$ cat config.mk
export PLATFORM = sky130hd
export DESIGN_NAME = alu_issue_sequencer
export DESIGN_NICKNAME = d
export VERILOG_FILES = /design/src/rtl/alu_issue_sequencer.sv
export SDC_FILE = /design/constraint.sdc
export NUM_CORES = 1
export LEC_CHECK = 0
export BUFFER_PORTS_ARGS = -buffer_cell sky130_fd_sc_hd__clkbuf_2
export CAP_MARGIN = 20
export CORE_ASPECT_RATIO = 0.6
export CORE_UTILIZATION = 45
export DETAILED_ROUTE_END_ITERATION = 10
export MAX_ROUTING_LAYER = met4
export SYNTH_ARGS = -nofsm -noshare
export SYNTH_HDL_FRONTEND = slang
export SYNTH_SLANG_ARGS = --single-unit
$ cat constraint.sdc
create_clock -name clock -period 2.8 [get_ports clock]
set_input_delay 0.28 -clock clock [delete_from_list [all_inputs] [get_ports clock]]
set_output_delay 0.28 -clock clock [all_outputs]
set_load 0.005 [all_outputs]
$ cat src/rtl/alu_issue_sequencer.sv
// ---------------------------------------------------------------------------
// alu_issue_sequencer
//
// Purpose:
//   Multi-cycle issue/writeback stage wrapped around the `alu`. It accepts
//   one 16-bit instruction at a time and reads its operands from an internal
//   8x16 register file. It drives the ALU opcode, operands and enable, then
//   writes alu_result back to the destination register.
//   Instruction format: [15:11] opcode, [10:8] rd, [7:5] rs1, [4:2] rs2,
//   [4:0] imm5 (imm5 overlaps rs2).
//   FSM: IDLE -> DECODE -> EXEC (ALU_LATENCY cycles) -> WB -> IDLE.
//   An illegal opcode goes DECODE -> WB and never enables the ALU.
//
// Optional feature:
//   `define ALU_ISSUE_RETIRE_COUNT_EN adds the output retire_count[15:0].
//   This 16-bit wrapping count of retired instructions (illegal included)
//   is cleared by reset.
//
// Ports:
//   clock, reset          system clock, synchronous active-high reset
//   instr_valid/ready     instruction handshake (ready only in IDLE)
//   instr[15:0]           instruction word
//   alu_opcode/input1/2   registered ALU drive; these hold their values
//                         outside DECODE/EXEC
//   alu_enable            high for exactly ALU_LATENCY cycles per legal op
//   alu_result            ALU output, sampled during WB
//   done, illegal         one-cycle retire pulses (illegal only for
//                         unknown opcodes)
//   reg_wr_en/addr/data   register preload, honoured only in IDLE
//   dbg_addr, dbg_data    combinational register read (r0 reads as 0)
//   retire_count[15:0]    present only with ALU_ISSUE_RETIRE_COUNT_EN
// ---------------------------------------------------------------------------
module alu_issue_sequencer #(
  parameter int WORD_SIZE   = 16,
  parameter int NUM_REGS    = 8,
  parameter int ALU_LATENCY = 1
) (
  input  logic                 clock,
  input  logic                 reset,
  input  logic                 instr_valid,
  output logic                 instr_ready,
  input  logic [15:0]          instr,
  output logic [4:0]           alu_opcode,
  output logic [WORD_SIZE-1:0] alu_input1,
  output logic [WORD_SIZE-1:0] alu_input2,
  output logic                 alu_enable,
  input  logic [WORD_SIZE-1:0] alu_result,
  output logic                 done,
  output logic                 illegal,
  input  logic                 reg_wr_en,
  input  logic [2:0]           reg_wr_addr,
  input  logic [WORD_SIZE-1:0] reg_wr_data,
  input  logic [2:0]           dbg_addr,
  output logic [WORD_SIZE-1:0] dbg_data
`ifdef ALU_ISSUE_RETIRE_COUNT_EN
  ,
  output logic [15:0]          retire_count
`endif
);

  // FSM encoding
  localparam logic [1:0] S_IDLE   = 2'd0;
  localparam logic [1:0] S_DECODE = 2'd1;
  localparam logic [1:0] S_EXEC   = 2'd2;
  localparam logic [1:0] S_WB     = 2'd3;

  // ALU opcode map, shared with the `alu`
  localparam logic [4:0] OP_NOT  = 5'd0;
  localparam logic [4:0] OP_AND  = 5'd1;
  localparam logic [4:0] OP_OR   = 5'd2;
  localparam logic [4:0] OP_XOR  = 5'd3;
  localparam logic [4:0] OP_ADD  = 5'd4;
  localparam logic [4:0] OP_SUB  = 5'd5;
  localparam logic [4:0] OP_COMP = 5'd6;
  localparam logic [4:0] OP_ADDI = 5'd7;
  localparam logic [4:0] OP_ANDI = 5'd8;
  localparam logic [4:0] OP_SRI  = 5'd9;
  localparam logic [4:0] OP_SLI  = 5'd10;

  // Wide enough for the largest supported latency (count 0..3)
  localparam int              CNT_W    = 3;
  localparam logic [CNT_W-1:0] CNT_LAST = CNT_W'(ALU_LATENCY - 1);

  // State
  logic [1:0]           state_q, state_d;
  logic [15:0]          instr_q, instr_d;
  logic                 legal_q, legal_d;
  logic [CNT_W-1:0]     cnt_q, cnt_d;
  logic [4:0]           alu_opcode_q, alu_opcode_d;
  logic [WORD_SIZE-1:0] alu_input1_q, alu_input1_d;
  logic [WORD_SIZE-1:0] alu_input2_q, alu_input2_d;
  logic                 alu_enable_q, alu_enable_d;
  logic                 done_q, done_d;
  logic                 illegal_q, illegal_d;
  logic [WORD_SIZE-1:0] regs_q [NUM_REGS];
  logic [WORD_SIZE-1:0] regs_d [NUM_REGS];

  // Fields of the latched instruction
  logic [4:0] dec_op;
  logic [2:0] dec_rd;
  logic [2:0] dec_rs1;
  logic [2:0] dec_rs2;
  logic [4:0] dec_imm5;

  assign dec_op   = instr_q[15:11];
  assign dec_rd   = instr_q[10:8];
  assign dec_rs1  = instr_q[7:5];
  assign dec_rs2  = instr_q[4:2];
  assign dec_imm5 = instr_q[4:0];

  // Opcode classification
  logic op_legal;
  logic op_imm;
  logic op_not;

  always_comb begin
    op_legal = 1'b0;
    op_imm   = 1'b0;
    op_not   = 1'b0;
    case (dec_op)
      OP_NOT:                          begin op_legal = 1'b1; op_not = 1'b1; end
      OP_AND, OP_OR, OP_XOR,
      OP_ADD, OP_SUB, OP_COMP:         op_legal = 1'b1;
      OP_ADDI, OP_ANDI, OP_SRI, OP_SLI: begin op_legal = 1'b1; op_imm = 1'b1; end
      default:                         op_legal = 1'b0;
    endcase
  end

  // Next-state logic
  always_comb begin
    state_d      = state_q;
    instr_d      = instr_q;
    legal_d      = legal_q;
    cnt_d        = cnt_q;
    alu_opcode_d = alu_opcode_q;
    alu_input1_d = alu_input1_q;
    alu_input2_d = alu_input2_q;
    alu_enable_d = alu_enable_q;
    done_d       = 1'b0;
    illegal_d    = 1'b0;
    for (int i = 0; i < NUM_REGS; i++) begin
      regs_d[i] = regs_q[i];
    end

    case (state_q)
      S_IDLE: begin
        // A preload and an accept may share this edge. The accepted
        // instruction only reads the registers in DECODE, so it sees
        // the preloaded value.
        if (reg_wr_en) begin
          regs_d[reg_wr_addr] = reg_wr_data;
        end
        if (instr_valid) begin
          instr_d = instr;
          state_d = S_DECODE;
        end
      end

      S_DECODE: begin
        if (op_legal) begin
          alu_opcode_d = dec_op;
          alu_input1_d = regs_q[dec_rs1];
          if (op_not) begin
            alu_input2_d = '0;
          end else if (op_imm) begin
            alu_input2_d = {{(WORD_SIZE-5){1'b0}}, dec_imm5};
          end else begin
            alu_input2_d = regs_q[dec_rs2];
          end
          alu_enable_d = 1'b1;
          cnt_d        = '0;
          legal_d      = 1'b1;
          state_d      = S_EXEC;
        end else begin
          // An unknown opcode retires at once and never enables the ALU.
          legal_d   = 1'b0;
          done_d    = 1'b1;
          illegal_d = 1'b1;
          state_d   = S_WB;
        end
      end

      S_EXEC: begin
        // alu_enable has been high since DECODE. Drop it on the edge
        // that enters WB, once ALU_LATENCY cycles have elapsed.
        if (cnt_q == CNT_LAST) begin
          alu_enable_d = 1'b0;
          done_d       = 1'b1;
          state_d      = S_WB;
        end else begin
          cnt_d = cnt_q + 1'b1;
        end
      end

      S_WB: begin
        if (legal_q) begin
          regs_d[dec_rd] = alu_result;
        end
        state_d = S_IDLE;
      end

      default: state_d = S_IDLE;
    endcase

    // r0 is hard-wired to zero, whatever the write source.
    regs_d[0] = '0;
  end

  always_ff @(posedge clock) begin
    if (reset) begin
      state_q      <= S_IDLE;
      instr_q      <= '0;
      legal_q      <= 1'b0;
      cnt_q        <= '0;
      alu_opcode_q <= '0;
      alu_input1_q <= '0;
      alu_input2_q <= '0;
      alu_enable_q <= 1'b0;
      done_q       <= 1'b0;
      illegal_q    <= 1'b0;
      for (int i = 0; i < NUM_REGS; i++) begin
        regs_q[i] <= '0;
      end
    end else begin
      state_q      <= state_d;
      instr_q      <= instr_d;
      legal_q      <= legal_d;
      cnt_q        <= cnt_d;
      alu_opcode_q <= alu_opcode_d;
      alu_input1_q <= alu_input1_d;
      alu_input2_q <= alu_input2_d;
      alu_enable_q <= alu_enable_d;
      done_q       <= done_d;
      illegal_q    <= illegal_d;
      for (int i = 0; i < NUM_REGS; i++) begin
        regs_q[i] <= regs_d[i];
      end
    end
  end

`ifdef ALU_ISSUE_RETIRE_COUNT_EN
  logic [15:0] retire_count_q, retire_count_d;

  // Count while done is high, so the count covers the retiring
  // instruction from the following cycle on.
  always_comb begin
    retire_count_d = retire_count_q;
    if (done_q) begin
      retire_count_d = retire_count_q + 16'd1;
    end
  end

  always_ff @(posedge clock) begin
    if (reset) begin
      retire_count_q <= '0;
    end else begin
      retire_count_q <= retire_count_d;
    end
  end

  assign retire_count = retire_count_q;
`endif

  assign instr_ready = (state_q == S_IDLE);
  assign alu_opcode  = alu_opcode_q;
  assign alu_input1  = alu_input1_q;
  assign alu_input2  = alu_input2_q;
  assign alu_enable  = alu_enable_q;
  assign done        = done_q;
  assign illegal     = illegal_q;
  assign dbg_data    = (dbg_addr == 3'd0) ? '0 : regs_q[dbg_addr];

endmodule

==> impl_metrics.csv <==
group,metric,value,unit
setup_path,path_max_fanout,29,
placement,postPlaceCellArea,11300,µm²
global_routing,track_usage,32.2,%
job,cap_violations,0,
layout,fillers,2139,
detailed_routing,drc_errors,0,
run_status,outcome,"finished clean",
clock_network,cts_hold_buf,0,
timing,skew,0.0144,ns
clock_network,cts_tree,"built",
die,ios,115,
timing,slew_headroom,16.0,%
detailed_routing,wl,35.8,mm
timing,rsz0062_at_grt,"no",
timing,fmax,413,MHz
synth,synth_seq_cells,177,
power_and_ir_drop,vdd_ir_drop_max,0.000409,V
detailed_routing,ant_nets,0,
global_routing,grt-ovfl-total,0,
synth,synth_ff_type,"dfxtp_1",
detailed_routing,drtIter0Drc,1132,
global_routing,grt_max_degree,137,
timing,tightest_slew,1.26,ns
detailed_routing,viasPerCell,6.46,
detailed_routing,vias,9763,
layout,num_antenna_cells,0,
timing,tns,0,ns
clock_network,cts.sinks,177,
placement,port_buffers,114,
synth,yosysWarnings,0,
synth,synth-edff-count,0,
clock_network,cts_setup_buffers,0,
power_and_ir_drop,power_density,673,nW/µm²
setup_path,cp-start-kind,"flip-flop",
clock_network,cts_resized,0,
power_and_ir_drop,p_leak,4.38,nW
timing,period_share,86.5,%
power_and_ir_drop,netSwitchingFraction,34.6,%
layout,final_nets,1255,
power_and_ir_drop,p_comb_share,30.1,%
timing,fin_ws,0.378,ns
setup_path,startpoint,"state_q[0]",
die,start_util,46.3,%
clock_network,clk_pin_slew_worst_paths,0.07,ns
synth,synth_nets,1186,
power_and_ir_drop,p_int,0.00525,W
setup_path,rr_startpoint,"state_q[0]",
synth,synthesis.area,10300,µm²
power_and_ir_drop,power_frac_seq,37.7,%
synth,netlist_instances,1122,
clock_network,cts_buffers,17,
clock_network,clk_path_buf_depth,2,
global_routing,antenna_found_initial,0,
timing,drv_slew,0,
layout,layout-drive-gt1-share,27.9,%
layout,final_area,11900,µm²
setup_path,cp-end-kind,"flip-flop",
power_and_ir_drop,total_power,0.00802,W
layout,area_growth,16.2,%
die,die_area,23400,µm²
die,die_h,119,µm
global_routing,first_global_vias,9161,
timing,setup_violations,0,
die,std_cell_rows,42,
setup_path,cp.arrival,2.81,ns
synth,synth_cell_types,52,
global_routing,grt_pass1_wl,55.7,mm
synth,avgSynthCellArea,9.15,µm²
detailed_routing,routedWlPerCell,23.6,µm
setup_path,path_class,"flip-flop to flip-flop",
clock_network,h-tree-depth,4,
timing,fin_crit,2.42,ns
clock_network,root_buffer,"clkbuf_16",
synth,synth-async-reset-ratio,0,%
die,floorplan.die.width,197,µm
placement,gp_congestion,0.890,
detailed_routing,first_pass_iters,6,
power_and_ir_drop,p_switching,0.00277,W
synth,yosysSeqAreaShare,34.5,%
placement,hpwl,25.4,mm
min_path,hp-class,"primary input to flip-flop",
min_path,min-delay-start,"instr[7]",
timing,hold_violations,0,
clock_network,clk_latency,0.46,ns
placement,pre_cts_ws,0.403,ns
die,core_area,22200,µm²
power_and_ir_drop,p_clk_share,32.2,%
setup_path,cp.required,3.18,ns
## cells by family after synthesis
| family | Yosys count | share of synthesized area, % |
|---|---|---|
| AO/OA/AOI/OAI | 370 | 27.3 |
| adder cells (fa/ha/maj) | 6 | 0.732 |
| buffers and inverters | 142 | 5.62 |
| flip-flops | 177 | 34.5 |
| multiplexers | 98 | 16.0 |
| AND/OR/NAND/NOR | 329 | 15.8 |
## power by group through the flow
stage | Clock, W | Combinational, W | Sequential, W
final | 0.00259 | 0.00241 | 0.00302
after global placement | 0 | 0.00236 | 0.00306
after floorplan | 0 | 0.00168 | 0.00292
after CTS | 0.00261 | 0.00238 | 0.00301
after global routing | 0.00274 | 0.00259 | 0.00305
after detailed placement | 0 | 0.00238 | 0.00307
## cell type report
class,count,area [µm²],area share (%)
clock inverters,11,151,1.27
well taps,308,385,3.23
multi-input cells,803,6190,51.9
repair buffers,171,1090,9.13
clock buffers,21,480,4.03
flip-flops and latches,177,3540,29.7
inverters,21,78.8,0.661
## synthesized netlist by cell type, drive strengths merged (3+ instances only)
cell,n,area share (%)
and3,3,0.18
mux2,48,5.3
mux4,48,11
o21ai,6,0.29
o32ai,5,0.43
a221o,16,1.6
clkbuf,94,3.4
nand3,23,1.1
nand4bb,5,0.55
dfxtp,177,35
buf,27,1.4
a21o,11,0.80
nand2,62,2.3
nor2b,39,2.4
a32oi,5,0.43
a2bb2oi,16,1.4
a2111oi,6,1.6
and2,3,0.18
a21oi,57,2.8
ha,6,0.73
nor2,136,5.2
nand4b,4,0.34
a221oi,31,2.6
nor3,13,0.63
a22oi,113,8.3
nand2b,21,1.3
nor3b,4,0.29
o22ai,96,6.5
and3b,6,0.51
inv,21,0.77
## critical path: stages, from the launching register on
cell and delay (ns):
dfxtp_1 0.38, ha_1 0.52, buf_4 0.37, nand4bb_1 0.20, a2111oi_4 0.33, buf_4 0.32, o22ai_1 0.13, nor2_1 0.10
## layer usage
| metal | track usage, % | wire length, µm | vias up |
|---|---|---|---|
| met1 | 45.8 | 16400 | 4797 |
| li1 | - | - | 4422 |
| met2 | 45.8 | 15500 | 499 |
| met4 | 8.72 | 701 | 0 |
| met5 | - | 0 | - |
| met3 | 7.00 | 3080 | 45 |
## through the flow
| step | hold WS, ns | cells | util (%) |
|---|---|---|---|
| after CTS | 0.0294 | 1512 | 53.8 |
| after detailed placement | 0.444 | 1480 | 50.9 |
| after floorplan | 0.416 | 1122 | - |
| final | 0.0452 | 1512 | 53.8 |
| after global placement | 0.440 | 1480 | 50.9 |
| after global routing | 0.0440 | 1512 | 53.8 |
## flip-flops by register name, summed over array words and instances, names as in the netlist, named ones only
register / flops
alu_enable: 1
alu_input1: 16
alu_input2: 16
alu_opcode: 5
cnt_q: 3
done: 1
illegal: 1
instr_q: 16
legal_q: 1
regs_q: 112
state_q: 2
## layout by cell type, fill, tap and decap left out, types with 21 or more instances in the layout
cell type and count:
a21oi_1 57, a221oi_1 31, a22oi_1 113, buf_4 51, clkbuf_2 113, dfxtp_1 176, mux2_2 48, mux4_2 48
nand2_1 62, nand2b_1 21, nand3_1 22, nor2_1 126, nor2b_1 38, o22ai_1 86
## worst paths after layout
kind	end	slack, ns	depth (start not counted)
hold reg to reg	alu_opcode[2]	0.46	2
hold / removal	instr_q[7]	0.05	3
setup / recovery	regs_q[2][8]	0.38	7
setup reg to reg	regs_q[2][8]	0.38	7
Power figures use the tool's default switching activity.
